## src/rtl/fifo_rd_gray_ctrl.sv

```systemverilog
// -----------------------------------------------------------------------------
// fifo_rd_gray_ctrl
//
// Read-side pointer and flag controller for an asynchronous FIFO. Everything
// runs in the R_CLK domain. The Gray write pointer arriving from the write
// domain passes through a two-flop synchroniser. It is then decoded back to
// binary so the controller can compute occupancy.
//
// Handshake: R_INC is a pop request. A pop is taken on an R_CLK rising edge
// when R_INC=1 and EMPTY=0, so EMPTY acts as the "not ready" side of the
// handshake. R_INC while EMPTY=1 is dropped, with no pointer movement and no
// underflow.
//
// Ports:
//   R_CLK      in   read-domain clock, rising edge
//   R_RST      in   asynchronous active-low reset
//   R_INC      in   pop request
//   WPTR_GRAY  in   Gray write pointer from the write domain (asynchronous)
//   R_ADDR     out  read RAM address (low bits of the binary read pointer)
//   RPTR_GRAY  out  registered Gray read pointer, sent to the write domain
//   EMPTY      out  registered FIFO-empty flag
//   RD_COUNT   out  registered occupancy as seen by the reader
//   GRAY_ERR   out  sticky flag: the synchronised write pointer moved by more
//                   than one bit between consecutive cycles
// -----------------------------------------------------------------------------
module fifo_rd_gray_ctrl #(
  parameter int ADDR_WIDTH = 3
) (
  input  logic                  R_CLK,
  input  logic                  R_RST,
  input  logic                  R_INC,
  input  logic [ADDR_WIDTH:0]   WPTR_GRAY,
  output logic [ADDR_WIDTH-1:0] R_ADDR,
  output logic [ADDR_WIDTH:0]   RPTR_GRAY,
  output logic                  EMPTY,
  output logic [ADDR_WIDTH:0]   RD_COUNT,
  output logic                  GRAY_ERR
);

  localparam int PW = ADDR_WIDTH + 1;

  // Synchroniser stages, plus one history stage used for protocol checking.
  logic [PW-1:0] wq1_q;
  logic [PW-1:0] wq2_q;
  logic [PW-1:0] wq2_prev_q;

  // Read pointer state and registered flags.
  logic [PW-1:0] rbin_q,     rbin_d;
  logic [PW-1:0] rgray_q,    rgray_d;
  logic [PW-1:0] rd_count_q, rd_count_d;
  logic          empty_q,    empty_d;
  logic          gray_err_q, gray_err_d;

  // Combinational helpers.
  logic [PW-1:0] wbin;
  logic [PW-1:0] wq2_diff;
  logic          rd_en;
  logic          multi_bit;

  always_comb begin
    wbin       = '0;
    rd_en      = 1'b0;
    rbin_d     = rbin_q;
    rgray_d    = rgray_q;
    empty_d    = empty_q;
    rd_count_d = rd_count_q;
    wq2_diff   = '0;
    multi_bit  = 1'b0;
    gray_err_d = gray_err_q;

    // Gray-to-binary decode. Each binary bit is the XOR of all Gray bits at
    // or above its position.
    for (int i = 0; i < PW; i++) begin
      wbin[i] = ^(wq2_q >> i);
    end

    rd_en   = R_INC & ~empty_q;
    rbin_d  = rbin_q + PW'(rd_en);
    rgray_d = rbin_d ^ (rbin_d >> 1);

    // Compare against the already-synchronised write pointer. A write that
    // is still in flight keeps EMPTY asserted a little longer, which is safe.
    empty_d    = (rgray_d == wq2_q);
    rd_count_d = wbin - rbin_d;

    // x & (x-1) clears the lowest set bit. A non-zero result means that two
    // or more bits flipped in one cycle.
    wq2_diff   = wq2_q ^ wq2_prev_q;
    multi_bit  = (wq2_diff & (wq2_diff - PW'(1))) != '0;
    gray_err_d = gray_err_q | multi_bit;
  end

  always_ff @(posedge R_CLK or negedge R_RST) begin
    if (!R_RST) begin
      wq1_q      <= '0;
      wq2_q      <= '0;
      wq2_prev_q <= '0;
      rbin_q     <= '0;
      rgray_q    <= '0;
      rd_count_q <= '0;
      empty_q    <= 1'b1;
      gray_err_q <= 1'b0;
    end else begin
      // Plain flop-to-flop path between wq1 and wq2. No logic is allowed
      // here, so that the second stage can resolve metastability.
      wq1_q      <= WPTR_GRAY;
      wq2_q      <= wq1_q;
      wq2_prev_q <= wq2_q;
      rbin_q     <= rbin_d;
      rgray_q    <= rgray_d;
      rd_count_q <= rd_count_d;
      empty_q    <= empty_d;
      gray_err_q <= gray_err_d;
    end
  end

  assign R_ADDR    = rbin_q[ADDR_WIDTH-1:0];
  assign RPTR_GRAY = rgray_q;
  assign EMPTY     = empty_q;
  assign RD_COUNT  = rd_count_q;
  assign GRAY_ERR  = gray_err_q;

endmodule

```

## config.mk

```make
export PLATFORM = sky130hd
export DESIGN_NAME = fifo_rd_gray_ctrl
export DESIGN_NICKNAME = d
export VERILOG_FILES = /design/src/rtl/fifo_rd_gray_ctrl.sv
export SDC_FILE = /design/constraint.sdc
export NUM_CORES = 1
export LEC_CHECK = 0
export ABC_CLOCK_PERIOD_IN_PS = 2900
export CORE_MARGIN = 1.5
export CORE_UTILIZATION = 30
export DETAILED_ROUTE_END_ITERATION = 7
export PLACE_DENSITY = 0.48
export SYNTH_ARGS = -nofsm -noshare
export SYNTH_HDL_FRONTEND = slang
export SYNTH_SLANG_ARGS = --single-unit
export TNS_END_PERCENT = 10
```

## constraint.sdc

```tcl
create_clock -name R_CLK -period 2.9 [get_ports R_CLK]
set_clock_uncertainty 0.1 [all_clocks]
set_input_delay 0.29 -clock R_CLK [delete_from_list [all_inputs] [get_ports R_CLK]]
set_output_delay 0.29 -clock R_CLK [all_outputs]
set_load 0.02 [all_outputs]
```

======== Word level (Yosys, flattened, before mapping) ========
Index checks and enable logic that the tools add are counted.
operators by class
  reduce and logical (&&, ||, !) cells .... 5
  bitwise logic cells ..................... 6
  equal/unequal tests ..................... 1
  add/subtract/negate cells ............... 3
operators by type and width
  operator                                                            count
  4-bit XOR reduction                                                 4
  4-bit by 1-bit adder with 4-bit output                              1
  4-bit AND                                                           1
  4-bit equality test                                                 1
  4-bit nonzero test                                                  1
  4-bit by 1-bit subtractor with 4-bit output, second input constant  1
  4-bit subtractor                                                    1
  4-bit by 3-bit bitwise XOR with 4-bit output                        1
  4-bit bitwise XOR                                                   1
  1-bit AND                                                           1
  1-bit NOT                                                           1
  1-bit OR                                                            1
word-level totals
  output and inout port bits .............. 13
  bits of input ports ..................... 7
  word-level logic and storage cells ...... 23
  register bits after elaboration ......... 26

======== Logic depth before layout (Yosys ltp) ========
  depth after elaboration ................. 5
  gate-level depth with buffers ........... 10
  mapped depth without buffers ............ 10

======== Worst setup path after synthesis ========
Ideal clock, no wire load.
  path kind ............................... reg-to-reg
  start point ............................. register empty_q (netlist: EMPTY)
  end point ............................... register rd_count_q[2] (netlist: RD_COUNT[2])
  period minus slack after synthesis ...... 2.215 ns
  slack ................................... 0.685 ns
  cell stages (with the launch flop) ...... 10
  setup time .............................. 0.123 ns
  path buffers ............................ 1
  arrival ................................. 1.992 ns
  data required time ...................... 2.677 ns
  cells stage by stage .................... dfstp_2 -> nor2b_1 -> ha_1 -> ha_1 -> buf_2 -> xor2_1 -> ha_1 -> a211oi_1 -> a21oi_1 -> xnor2_1
between the ends
  word-level cells in the longest chain between the ends .. 4
RTL lines
  element                                 line  RTL
  start, declared                         51    logic empty_q, empty_d;
  start signal, assigned                  112   empty_q <= empty_d;
  1-bit NOT                               77    rd_en = R_INC & ~empty_q;
  1-bit AND                               77
  4-bit by 1-bit adder with 4-bit output  78    rbin_d = rbin_q + PW'(rd_en);
  net rbin_d[1]                           48    logic [PW-1:0] rbin_q, rbin_d;
  4-bit subtractor                        84    rd_count_d = wbin - rbin_d;
  net rd_count_d[2]                       50    logic [PW-1:0] rd_count_q, rd_count_d;
  end signal, assigned                    111   rd_count_q <= rd_count_d;
  end, declared                           50
The timed path passes the listed nets, and every way through them passes these cells.

======== Worst setup path after layout ========
  start point ............................. register wq2_q[2]
  end point ............................... register rd_count_q[3] (netlist: RD_COUNT[3])
between the ends
  word-level cells in the longest chain between the ends .. 2
  elaborated cells between the ends (all ways) .. 4
  those cells by class .................... add/sub: 1; reduce/logical: 3
RTL lines
  element                 line  RTL
  start, declared         44    logic [PW-1:0] wq2_q;
  start signal, assigned  107   wq2_q <= wq1_q;
  4-bit XOR reduction     74    wbin[i] = ^(wq2_q >> i);
  4-bit subtractor (*)    84
  net rd_count_d[3]       50
Mark *: on every way through the listed nets, which the timed path passes. The rest lies on a longest branch.

==> metrics.txt <==
CP required 3.05 ns; Yosys top cell by area dfrtp_1; Via Count 579; Area contributors post-synth dfrtp_1, xor2_1, xnor2_1; Skew-Pair Late Insertion Delay 0.31 ns; fin worst setup slack 0.5588 ns; Hold Vio Cnt, Final 0; crit path DAT 2.49 ns; Crit Path Max Fanout 5; DP Worst Slack 0.4114 ns; relative slew slack 0.7523; Commonest cells post-synth dfrtp_1, xor2_1, xnor2_1; gr usage total 0.1066; reg2reg setup slack 0.56 ns; final setup vio count 0; WL final 1637 um; # port buffers 19; WHS 0.2215 ns; # DRC 0; minimum clock period after layout 2.341 ns; max-cap violation count 0; Pwr per Cell Area 1072 nW/um2; post-synthesis cell type count 22; Setup TNS Final 0 ns; switching share of power 0.3776; initial core utilization 0.3216; Clock power frac 0.110; clk slew on worst S/H paths 0.14 ns; EDFF count, synth 0; critical path type register to register; part of the power in registers 0.363; synthesized instance count 75; placed insts 138; area delta synth->final 27.24%; ant diodes 0; cells along the critical path xor2_1, or2_1, nand2_1, xor2_1, ha_1, nor2_1, maj3_2, a31oi_2, xor2_1; syn_area_per_cell 13.41 um2; synth warn 0; 1st-pass router iterations 3; worst hold path class input port to async pin; logic gate share of total power 0.527; count leader, synth dfrtp_1; Cell Rows 20; GRT overflow 0; die footprint 3709 um2; Die W 60.91 um; layout net count 110; DRT iter0 DRCs 2; Worst path slowest cell dfrtp_1; Sink Count 25; HPWL Detailed 1161 um; status finished clean; fillcell total 307; clk buf depth 2; wire per inst 11.53 um; Synth async-reset ratio 1.000; vias per cell 4.077; Syn Std Cell Area 1006 um2; Top cell by count, worst path xor2_1; Worst Tran Pin Value 0.3703 ns; VDD IR max 0.5438 mV; first-pass GRT wire length 2863 um; Synth Register Bits 25; fraction of layout instances using a drive strength above 1 0.1020; number of global-route vias before repair 653; RSZ-0062 raised after global routing no; leakage 0.5460 nW; Final GP Congestion 0.7024; cts repair resizes 0; post-synth net total 86; critical path's largest stage delay 0.47 ns; Post-CTS Setup Bufs 0; Util after Layout 0.4092; CTS tree built; Setup crit end kind register; Post-CTS Hold Fix Bufs 0; Max Slew Vio Count 0; initial antenna violation count 0; core area 3128 um2; pin count of the biggest net entering global routing 26; post-route ant nets 0; Clock Tree Root clkbuf_4; sw power 518.2 uW; Num CTS Buffers 3; Die Y 60.91 um; top-area cell type share of the netlist area 0.5970; non-filler cells, final 142; # IOs 20; sequential-to-total area share from yosys stat 0.6231; htree depth 1; ys flop type dfrtp_1; fmax 427.1 MHz; Int Pwr 854.3 uW; post-route clock period utilization 0.8073; Worst setup SP type register
==> power by group through the flow <==
stage | logic, mW | clock network [mW] | registers [mW]
2_1_floorplan | 0.390 | 0 | 0.605
3_3_place_gp | 0.736 | 0 | 0.505
3_5_place_dp | 0.736 | 0 | 0.504
4_1_cts | 0.741 | 0.163 | 0.499
5_1_grt | 0.806 | 0.176 | 0.511
6_report | 0.723 | 0.151 | 0.498
==> logic make-up after synthesis <==
| kind of cell | Yosys count | synth area share |
|---|---|---|
| AOI/OAI and AO/OA | 5 | 0.03732 |
| xor gates and xnor gates | 19 | 0.1729 |
| adders and majority gates | 6 | 0.07214 |
| buffers and inverters | 5 | 0.01989 |
| DFF | 25 | 0.6231 |
| muxes | 1 | 0.009951 |
| and+or+nand+nor | 14 | 0.06467 |
==> flip-flops by register name, summed over array words and instances, names as in the netlist <==
signal and cells:
EMPTY 1, GRAY_ERR 1, wq2_prev_q 4, rbin_q 4
RPTR_GRAY 3, wq2_q 4, wq1_q 4, RD_COUNT 4
==> path summary, 6_finish.rpt <==
kind                           from     endpoint  cells past startpoint
setup / recovery           wq2_q[2]  RD_COUNT[3]                      9
min in group R_CLK         wq1_q[0]     wq2_q[0]                      0
setup reg to reg           wq2_q[2]  RD_COUNT[3]                      9
max in group asynchronous     R_RST        EMPTY                      2
hold reg to reg            wq1_q[0]     wq2_q[0]                      0
hold / removal                R_RST     wq2_q[2]                      2
==> through the flow <==
step / power (mW) / area, um2
after floorplan: 0.9955 / 1006
after global placement: 1.241 / 1254
after detailed placement: 1.240 / 1254
after CTS: 1.403 / 1280
after global routing: 1.494 / 1280
final: 1.372 / 1280
==> cells in the final DEF, fill, tap and decap left out, types with 2 or more instances in the layout <==
cell	instances
dfrtp_1	24
clkdlybuf4s50_1	19
xor2_1	10
xnor2_1	8
nand2_1	5
ha_1	4
inv_1	3
nor2_1	3
clkbuf_4	3
nor2b_1	2
a21oi_1	2
maj3_2	2
==> worst max-delay path, delay by kind of cell, from the launching register on <==
family	cells	cell delay, ns
simple gates	3	0.35
xor+xnor	3	0.67
fa+ha+maj	2	0.52
compound gates	1	0.16
flops	1	0.47
==> cell type report <==
cell class | instances | area (um2) | area share
Clock buffer | 4 | 26.28 | 0.02053
Tap cell | 44 | 55.05 | 0.04301
Timing Repair Buffer | 20 | 197.7 | 0.1544
Sequential cell | 25 | 626.9 | 0.4897
Inverter | 4 | 15.01 | 0.01173
Multi-Input combinational cell | 45 | 359.1 | 0.2805
==> per-layer routing <==
layer  wire length [um]  vias up  track usage
li1                   -      285            -
met1                795      278       0.1337
met2                756       14       0.1767
met3                 72        2      0.02345
met4                 12        0      0.04658
met5                  0        -            0
(Power assumes the default switching activity.)
